==> src/rtl/frog_game_ctrl.sv <==
// Frog game controller: frog position, six scrolling car lanes, lives and game
// status, rendered as eight 8-bit row bitmaps for the matrix image stage.
//
// Parameters
//   clk_freq     system clock frequency in Hz
//   STEP_CYCLES  clock cycles per lane scroll step (minimum 2)
// Ports
//   Clk_System     system clock, all state changes on its rising edge
//   lowRst_System  asynchronous active-low reset
//   up_tick, down_tick, left_tick, right_tick  one-cycle debounced move pulses
//   fila0..fila7   row bitmaps, bit c = column c lit
//   lives          remaining lives
//   win, game_over status flags
module frog_game_ctrl #(
  parameter int unsigned clk_freq    = 50000000,
  parameter int unsigned STEP_CYCLES = clk_freq / 4
) (
  input  logic       Clk_System,
  input  logic       lowRst_System,
  input  logic       up_tick,
  input  logic       down_tick,
  input  logic       left_tick,
  input  logic       right_tick,
  output logic [7:0] fila0,
  output logic [7:0] fila1,
  output logic [7:0] fila2,
  output logic [7:0] fila3,
  output logic [7:0] fila4,
  output logic [7:0] fila5,
  output logic [7:0] fila6,
  output logic [7:0] fila7,
  output logic [1:0] lives,
  output logic       win,
  output logic       game_over
);

  localparam int unsigned CntW = $clog2(STEP_CYCLES);
  localparam logic [CntW-1:0] CntMax = CntW'(STEP_CYCLES - 1);

  localparam logic [1:0] StPlay = 2'd0;
  localparam logic [1:0] StHit  = 2'd1;
  localparam logic [1:0] StOver = 2'd2;
  localparam logic [1:0] StWin  = 2'd3;

  localparam logic [2:0] StartRow = 3'd7;
  localparam logic [2:0] StartCol = 3'd3;
  localparam logic [1:0] StartLives = 2'd3;

  // Element N is the lane shown on row N.
  localparam logic [6:1][7:0] LaneInit = {8'h0C, 8'h44, 8'h30, 8'h81, 8'h18, 8'hC0};

  logic [1:0]       state_q, state_d;
  logic [2:0]       row_q, row_d;
  logic [2:0]       col_q, col_d;
  logic [1:0]       lives_q, lives_d;
  logic [CntW-1:0]  cnt_q, cnt_d;
  logic [6:1][7:0]  lane_q, lane_d;

  logic             running;
  logic             step_pulse;
  logic             move_valid;
  logic             collision;
  logic [7:0][7:0]  lane_full;
  logic [7:0][7:0]  rows_out;
  logic [7:0]       frog_bits;
  logic             show_frog;

  // Rows 0 and 7 are car-free, so padding with zeros makes the collision and
  // render lookups uniform over all eight rows.
  assign lane_full  = {8'h00, lane_q, 8'h00};
  assign running    = (state_q == StPlay) || (state_q == StHit);
  assign step_pulse = running && (cnt_q == CntMax);
  assign move_valid = $onehot({up_tick, down_tick, left_tick, right_tick});
  assign collision  = (state_q == StPlay) && lane_full[row_q][col_q];

  always_comb begin
    state_d = state_q;
    row_d   = row_q;
    col_d   = col_q;
    lives_d = lives_q;
    cnt_d   = cnt_q;
    lane_d  = lane_q;

    if (running) begin
      cnt_d = step_pulse ? '0 : cnt_q + CntW'(1);
    end

    // Odd lanes scroll toward higher columns, even lanes toward lower ones.
    if (step_pulse) begin
      lane_d[1] = {lane_q[1][6:0], lane_q[1][7]};
      lane_d[3] = {lane_q[3][6:0], lane_q[3][7]};
      lane_d[5] = {lane_q[5][6:0], lane_q[5][7]};
      lane_d[2] = {lane_q[2][0], lane_q[2][7:1]};
      lane_d[4] = {lane_q[4][0], lane_q[4][7:1]};
      lane_d[6] = {lane_q[6][0], lane_q[6][7:1]};
    end

    unique case (state_q)
      StPlay: begin
        if (collision) begin
          // A same-cycle move is dropped; the hit wins.
          if (lives_q > 2'd1) begin
            lives_d = lives_q - 2'd1;
            row_d   = StartRow;
            col_d   = StartCol;
            state_d = StHit;
          end else begin
            lives_d = 2'd0;
            state_d = StOver;
          end
        end else if (row_q == 3'd0) begin
          state_d = StWin;
        end else if (move_valid) begin
          if (up_tick)    row_d = (row_q == 3'd0) ? 3'd0 : row_q - 3'd1;
          if (down_tick)  row_d = (row_q == 3'd7) ? 3'd7 : row_q + 3'd1;
          if (left_tick)  col_d = (col_q == 3'd7) ? 3'd7 : col_q + 3'd1;
          if (right_tick) col_d = (col_q == 3'd0) ? 3'd0 : col_q - 3'd1;
        end
      end
      StHit: begin
        if (step_pulse) state_d = StPlay;
      end
      StOver, StWin: begin
        // Any single tick restarts the game from the power-on picture.
        if (move_valid) begin
          state_d = StPlay;
          row_d   = StartRow;
          col_d   = StartCol;
          lives_d = StartLives;
          cnt_d   = '0;
          lane_d  = LaneInit;
        end
      end
      default: state_d = StPlay;
    endcase
  end

  always_ff @(posedge Clk_System or negedge lowRst_System) begin
    if (!lowRst_System) begin
      state_q <= StPlay;
      row_q   <= StartRow;
      col_q   <= StartCol;
      lives_q <= StartLives;
      cnt_q   <= '0;
      lane_q  <= LaneInit;
    end else begin
      state_q <= state_d;
      row_q   <= row_d;
      col_q   <= col_d;
      lives_q <= lives_d;
      cnt_q   <= cnt_d;
      lane_q  <= lane_d;
    end
  end

  assign frog_bits = 8'h01 << col_q;
  assign show_frog = (state_q == StPlay) || (state_q == StWin);

  always_comb begin
    for (int n = 0; n < 8; n++) begin
      if (state_q == StOver) begin
        rows_out[n] = 8'hFF;
      end else begin
        rows_out[n] = lane_full[n] | ((show_frog && (row_q == 3'(n))) ? frog_bits : 8'h00);
      end
    end
  end

  assign fila0     = rows_out[0];
  assign fila1     = rows_out[1];
  assign fila2     = rows_out[2];
  assign fila3     = rows_out[3];
  assign fila4     = rows_out[4];
  assign fila5     = rows_out[5];
  assign fila6     = rows_out[6];
  assign fila7     = rows_out[7];
  assign lives     = lives_q;
  assign win       = (state_q == StWin);
  assign game_over = (state_q == StOver);

endmodule
==> config.mk <==
export PLATFORM = sky130hd
export DESIGN_NAME = frog_game_ctrl
export DESIGN_NICKNAME = d
export VERILOG_FILES = /design/src/rtl/frog_game_ctrl.sv
export SDC_FILE = /design/constraint.sdc
export NUM_CORES = 1
export LEC_CHECK = 0
export ABC_CLOCK_PERIOD_IN_PS = 2800
export CAP_MARGIN = 15
export CORE_MARGIN = 3
export CORE_UTILIZATION = 45
export CTS_CLUSTER_DIAMETER = 200
export DETAILED_ROUTE_END_ITERATION = 8
export DONT_BUFFER_PORTS = 1
export GPL_TIMING_DRIVEN = 0
export PLACE_DENSITY = 0.72
export SETUP_SLACK_MARGIN = 0.1
export SYNTH_ARGS = -nofsm -noshare
export SYNTH_HDL_FRONTEND = slang
export SYNTH_SLANG_ARGS = --single-unit
==> constraint.sdc <==
create_clock -name Clk_System -period 2.8 [get_ports Clk_System]
set_input_delay 0.28 -clock Clk_System [delete_from_list [all_inputs] [get_ports Clk_System]]
set_output_delay 0.28 -clock Clk_System [all_outputs]
set_load 0.02 [all_outputs]
==> qor.yml, run 1 <==
ant_nets: 0
r2r_setup_slack_ns: -0.33
fin_nets: 678
syn_inst: 623
clockBufferDepth: 2
critPathRequiredTime_ns: 3.07
clock.fmax_ghz: 0.320
timing.max_cap.violations: 0
gp_congestion: 0.957
min_from: "down_tick"
area_growth_pct: 17.7
synth.area.top_cells: "dfrtp_1, nand2_1, dfstp_2, nor2_1, ha_1"
rsz0062_at_grt: "true"
slew_headroom_pct: 44.7
worst_slack_ns: -0.326
antenna_found_initial: 0
die_w_um: 114
ff_latch_area_um2: 2080
core_area_um2: 11200
arrival_ns: 3.39
viasPerCell: 6.22
setup_viol: 8
synth_nets: 651
ys_warn_count: 0
ys_types: 53
peakVddDrop_uv: 603
layout_common_cells: "nand2_1, nor2_1, dfrtp_1"
start_util_pct: 47.3
die_height_um: 114
placed_cells: 763
syn_area_per_cell_um2: 8.48
gr-total-overflow: 0
nFillCells: 994
worst_pin_slew_ns: 0.820
grt_pass1_wl_um: 25800
fin_util_pct: 55.7
power_density_nw_per_um2: 1280
critical_path_peak_fanout: 7
cts_root_buf: "clkbuf_16"
worstSetupPathType: "flop to flop"
cts_made_buffers: 9
grt_max_degree: 83
synth.largest_area_cell: "dfrtp_1"
syn_area_um2: 5280
path_clk_slew_ns: 0.07
fin_cells: 795
final_area_um2: 6220
min_period_ns: 3.13
ys_seq_elements: 82
hpwl_um: 11900
first_pass_iters: 5
r2r-start: "row_q[1]"
critPathLaunchType: "flop"
hold_violations: 0
outcome: "finished, violations left"
antennaDiodeCount: 0
clock_latency_ns: 0.35
wl_per_cell_um: 21.4
placed_cell_area_um2: 5460
drcViolationCount: 0
timing.rr.end: "row_q[0]"
period_share_pct: 112
r2r_cells: 9
violations: "negative setup slack"
layout_commonest_cell: "nand2_1"
drv_slew: 0
whs_path_depth: 2
htreeDepth: 3
ioPinCount: 74
endpoint_kind: "flop"
cts_tree: "yes"
hold_class: "input pin to flop"
wl_um: 17000
grt_usage_pct: 25.6
yosys.area.top_type_share_pct: 29.8
grt_pass1_vias: 4690
cts_sinks: 82
ys_seq_area_share_pct: 39.3
port_buffers: 0
skew_ns: 0.0126
leakagePower_nw: 2.74
rows: 38
async_flop_share_pct: 100
ys.flop_type: "dfrtp_1"
initialDrtViolationCount: 560
hold-path-endpoint: "row_q[2]"
synth-edff-count: 0
multi_input_area_um2: 3180
layout-drive-gt1-share_pct: 20.5
die-area_um2: 13100
detailroute.via_count: 4948
[critical path, cell delays in order, from the launching register on]
cell and delay (ns):
dfstp_2 0.56, buf_8 0.14, buf_8 0.14, mux2i_1 0.09, mux4_2 0.53, mux2_4 0.28, mux4_2 0.53, mux2i_2 0.26
a21o_2 0.19, mux2_4 0.31
[power by group]
group | total (mW) | switching [mW] | internal, mW
clock network | 1.28 | 0.503 | 0.780
logic | 4.57 | 2.85 | 1.73
registers | 2.14 | 0.550 | 1.59
[per-stage QoR]
step | hold WS (ns) | setup WS (ns) | setup TNS (ns) | total power, mW
after detailed placement | -0.0127 | -0.300 | -3.35 | 5.83
after floorplan | -0.0156 | -0.0551 | -0.0625 | 4.90
after CTS | 0.170 | -0.256 | -1.49 | 7.56
final | 0.171 | -0.326 | -1.95 | 7.99
after global placement | -0.0125 | -0.265 | -2.55 | 5.71
after global routing | 0.181 | -0.367 | -2.24 | 8.39
[state kept, by name (all words and copies together) (netlist names)]
register   count
cnt_q         24
col_q          3
lane_full     48
lives          2
row_q          3
state_q        2
[layout make-up]
class | count | share of cell area [%]
buffer | 34 | 3.12
multi-input combinational | 487 | 51.1
inverter | 19 | 1.23
clock inverter | 7 | 1.51
timing repair buffer | 17 | 3.28
tap | 140 | 2.82
clock buffer | 9 | 3.62
sequential | 82 | 33.4
[synth_stat cells, types with 3 or more instances]
master / number
a211o_1: 4
a21oi_1: 42
a311o_1: 9
a31o_2: 4
and3_1: 3
buf_1: 3
buf_6: 3
clkbuf_1: 28
dfrtp_1: 63
dfstp_2: 19
ha_1: 21
inv_1: 17
mux2_2: 4
mux2i_1: 20
mux4_2: 7
nand2_1: 137
nand2b_1: 10
nand3_1: 21
nand3b_1: 3
nand4_1: 3
nor2_1: 73
nor3_1: 3
nor4_1: 5
o211ai_1: 3
o21ai_0: 43
o21bai_1: 13
o22ai_1: 4
or3_1: 3
xnor2_1: 9
xor2_1: 12
[logic make-up (layout without fill, tap and decap cells)]
family	Yosys count	after routing	synth area share, %
AO/OA/AOI/OAI	140	140	16.7
XOR/XNOR	21	21	3.48
adder cells (fa/ha/maj)	22	22	5.35
buffers and inverters	54	86	4.57
flip-flops	82	82	39.3
multiplexers	35	35	9.05
AND/OR/NAND/NOR	269	269	21.6
[worst max path at each step]
stage | start | to | slack [ns] | depth (start not counted)
floorplan | row_q[1] | row_q[0] | -0.06 | 9
global route | row_q[1] | col_q[1] | -0.37 | 10
detailed placement | row_q[1] | row_q[2] | -0.30 | 9
global placement | row_q[1] | row_q[2] | -0.26 | 9
CTS | row_q[1] | row_q[0] | -0.26 | 9
finish | row_q[1] | row_q[0] | -0.33 | 9
[metal layers]
layer / GRT usage, % / up-vias / part of all wire (%)
li1: - / 2208 / -
met1: 33.1 / 2417 / 40
met2: 40.5 / 263 / 47
met3: 6.50 / 60 / 8.0
met4: 11.6 / 0 / 4.8
met5: 0 / - / 0
[repair_timing]
action,CTS,global route
cloned,1,1
setup buffers,10,3
pin swaps,3,4
endpoints found under the setup margin,85,84
resized for setup,52,53
hold endpoints to repair,82,0
hold buffers,2,0
No activity file was read; power rests on OpenSTA's default activity.
==> run 2, diff against run 1 <==
ABC_CLOCK_PERIOD_IN_PS = 3800   (was 2800)
MAX_ROUTING_LAYER = met4   (was default)
PLACE_DENSITY = 0.7   (was 0.72)
clock period = 3.8 ns   (was 2.8 ns; I/O delays follow)
==> qor.yml, run 2 (synthesis gave the netlist of run 1 again) <==
outcome: "finished, final reports clean"
drv_slew: 0
arrival_ns: 2.82
finalSetupTns_ns: 0
wl_um: 16500
clockBufferDepth: 2
ioPinCount: 74
postCtsSetupRepairBufs: 0
hold_violations: 0
viasPerCell: 6.13
critPathRequiredTime_ns: 3.42
clock_latency_ns: 0.34
cts_tree: "yes"
worst_pin_slew_ns: 0.879
setup_viol: 0
timing.max_cap.violations: 0
layout-drive-gt1-share_pct: 9.36
cts_resized: 0
critPathLaunchType: "flop"
core_area_um2: 11200
ff_latch_area_um2: 2080
detailroute.via_count: 4786
antenna_found_initial: 0
path_clk_slew_ns: 0.07
critical_path_peak_fanout: 9
r2r_cells: 9
initialDrtViolationCount: 513
slew_headroom_pct: 40.7
skew_ns: 0.00747
area_growth_pct: 10.3
leakagePower_nw: 2.54
drcViolationCount: 0
layout_common_cells: "nand2_1, nor2_1, dfrtp_1"
die-area_um2: 13100
nFillCells: 1076
hpwl_um: 12100
antennaDiodeCount: 0
multi_input_area_um2: 2970
period_share_pct: 84.2
endpoint_kind: "output pin"
hold_class: "input pin to flop"
layout_commonest_cell: "nand2_1"
gp_congestion: 0.942
rsz0062_at_grt: "false"
grt_pass1_vias: 4607
start_util_pct: 47.3
fin_nets: 664
first_pass_iters: 5
ant_nets: 0
worstSetupPathType: "flop to output pin"
grt_pass1_wl_um: 25700
die_w_um: 114
gr-total-overflow: 0
wl_per_cell_um: 21.1
clock.fmax_ghz: 0.313
fin_util_pct: 52.1
ctsHoldBuffers: 2
cts_sinks: 82
port_buffers: 0
cts_made_buffers: 9
die_height_um: 114
htreeDepth: 3
min_period_ns: 3.20
cts_root_buf: "clkbuf_16"
grt_usage_pct: 26.4
grt_max_degree: 83
largest_register_ffs: 48
rows: 38
peakVddDrop_uv: 471
power_density_nw_per_um2: 912
whs_path_depth: 2
## run 2: path summary, 6_finish.rpt
check                              start            end  slack, ns
max in group asynchronous  lowRst_System  lane_full[20]       2.83
hold / removal                 down_tick       row_q[2]       0.30
setup reg to reg                row_q[1]       row_q[2]       0.62
min in group asynchronous  lowRst_System      cnt_q[15]       0.61
hold reg to reg            lane_full[19]  lane_full[19]       0.52
setup / recovery              state_q[0]       fila6[7]       0.60
## run 2: area by class of cell
| cell class | count | share of cell area (%) |
|---|---|---|
| buffer | 35 | 2.92 |
| clock buffer | 10 | 4.10 |
| clock inverter | 6 | 1.55 |
| inverter | 19 | 1.22 |
| multi-input combinational | 487 | 50.9 |
| sequential | 82 | 35.6 |
| tap | 140 | 3.01 |
| timing repair buffer | 2 | 0.644 |
## run 2: power breakdown
part	internal, mW	switching (mW)
clock	0.595	0.369
sequential	1.17	0.411
combinational	0.903	1.87
total	2.67	2.65
## run 2: metrics by stage
stage               hold WS, ns  std cells  setup WS [ns]  cell area (um2)  power, mW
detailed placement       0.0874        763          0.633             5460       4.29
global placement         0.0873        763          0.616             5460       4.20
CTS                       0.298        781          0.619             5830       5.28
floorplan                0.0844        623          0.848             5280       3.59
global route              0.320        781          0.462             5830       5.63
finish                    0.300        781          0.602             5830       5.31
## run 2: critical path: stages, from the launching register on
cell	delay, ns
dfrtp_1	0.42
inv_1	0.10
ha_1	0.41
nor2_1	0.52
nand2_1	0.33
o21ai_0	0.69
## run 2: metal layers
metal	track usage (%)	wire (um)	vias up
met5	-	0	-
met4	10.8	582	0
met3	6.03	1260	44
met2	39.8	7680	225
met1	34.5	7000	2342
li1	-	-	2175
==> run 3, diff against run 2 <==
ABC_CLOCK_PERIOD_IN_PS = 2900   (was 3800)
PLACE_DENSITY = 0.72   (was 0.7)
clock period = 2.9 ns   (was 3.8 ns; I/O delays follow)
==> qor.yml, run 3 (synthesis gave the netlist of run 1 again) <==
outcome: "finished, violations left"
violations: "negative setup slack"
hpwl_um: 12100
critical_path_buf_inv_count: 2
clock.fmax_ghz: 0.325
grt_max_degree: 83
area_growth_pct: 14.2
period_share_pct: 106
skew_ns: 0.00891
core_area_um2: 11200
gr-total-overflow: 0
setup_viol: 8
power_density_nw_per_um2: 1210
grt_pass1_vias: 4736
initialDrtViolationCount: 477
leakagePower_nw: 2.61
drv_slew: 0
layout_common_cells: "nand2_1, nor2_1, dfrtp_1"
start_util_pct: 47.3
path_clk_slew_ns: 0.06
cts_root_buf: "clkbuf_16"
worstSetupPathType: "flop to flop"
slew_headroom_pct: 41.1
ioPinCount: 74
worst_pin_slew_ns: 0.875
layout_commonest_cell: "nand2_1"
wl_um: 16800
endpoint_kind: "flop"
timing.hold.ws_ns: 0.197
hold_class: "input pin to flop"
rsz0062_at_grt: "true"
finalPower_mw: 7.29
arrival_ns: 3.34
min_period_ns: 3.08
worst_slack_ns: -0.179
cts_made_buffers: 9
timing.max_cap.violations: 0
wl_per_cell_um: 21.2
clockBufferDepth: 2
fin_nets: 675
grt_pass1_wl_um: 26100
antenna_found_initial: 0
cts_sinks: 82
htreeDepth: 3
worstPathCellList: "buf_8, buf_8, mux2i_2, mux4_2, mux2_2, mux4_2, mux2i_2, a21o_2, mux2_4"
die_w_um: 114
port_buffers: 0
critPathLaunchType: "flop"
cp.depth: 9
critical_path_peak_fanout: 7
antennaDiodeCount: 0
cp_top_family: "multiplexers"
peakVddDrop_uv: 694
critPathSlowestCell: "dfstp_2"
whs_path_depth: 2
gp_congestion: 0.948
first_pass_iters: 5
r2r_cells: 9
viasPerCell: 6.15
grt_usage_pct: 26.8
layout-drive-gt1-share_pct: 15.5
critPathRequiredTime_ns: 3.16
detailroute.via_count: 4868
drcViolationCount: 0
clock_latency_ns: 0.34
rows: 38
max_stage_delay_ns: 0.55
cts_tree: "yes"
die_height_um: 114
largest_register_ffs: 48
die-area_um2: 13100
hold_violations: 0
ant_nets: 0
## run 3: cell types whose count changed in the layout (fill, tap and decap cells not counted), moves of 3 or more
cell      change
mux2i_1       -4
buf_8         +3
o21ai_2       +8
clkbuf_1      -3
o21ai_1      +14
buf_4         +8
clkbuf_2      +7
o21ai_0      -24
mux2i_2       +4
## run 3: path summary, 6_finish.rpt
| path | from | end | slack (ns) |
|---|---|---|---|
| setup / recovery | row_q[1] | row_q[0] | -0.18 |
| hold / removal | down_tick | row_q[2] | 0.20 |
| setup reg to reg | row_q[1] | row_q[0] | -0.18 |
| hold reg to reg | lane_full[15] | lane_full[15] | 0.52 |
| max in group asynchronous | lowRst_System | row_q[1] | 1.97 |
| min in group asynchronous | lowRst_System | cnt_q[0] | 0.55 |
## run 3: timing repair
item,in CTS,in global routing
endpoints found under the hold margin,82,0
gates cloned,2,0
resized for setup,37,32
setup endpoints to repair,56,87
buffers inserted,9,0
pin swaps,2,1
hold buffers,2,0
## run 3: layer usage
metal / up-vias / GRT usage (%) / part of all wire [%]
li1: 2197 / - / -
met1: 2377 / 33.7 / 40
met2: 243 / 41.3 / 47
met3: 51 / 6.71 / 8.4
met4: 0 / 11.7 / 4.1
met5: - / - / 0
## run 3: power by group
part | leakage (nW) | total (mW) | switching (mW) | internal (mW)
combinational | 1.43 | 4.18 | 2.65 | 1.52
sequential | 1.05 | 2.06 | 0.531 | 1.53
clock | 0.127 | 1.05 | 0.444 | 0.604
## run 3: worst reg2reg max path: cells and delay by family, from the launching register on
family | cells | cell delay (ns)
AO/OA/AOI/OAI | 1 | 0.19
buffers and inverters | 2 | 0.30
flip-flops | 1 | 0.55
multiplexers | 6 | 1.97
## run 3: per-stage QoR
step | setup slack (ns) | instances | util, % | TNS (ns) | area (um2)
global placement | -0.160 | 763 | 48.8 | -1.14 | 5460
CTS | -0.127 | 792 | 53.3 | -0.612 | 5960
floorplan | 0.0449 | 623 | - | 0 | 5280
finish | -0.179 | 792 | 54.0 | -0.950 | 6030
global route | -0.249 | 792 | 54.0 | -1.49 | 6030
detailed placement | -0.177 | 763 | 48.8 | -1.84 | 5460
## run 3: final cells by class
type                            instances  area [um2]
Clock buffer                           14         254
Clock inverter                          2        12.5
Timing Repair Buffer                   13         169
Multi-Input combinational cell        487        3080
Buffer                                 35         190
Inverter                               19        75.1
Tap cell                              140         175
Sequential cell                        82        2080
Fill cell                            1019        5140
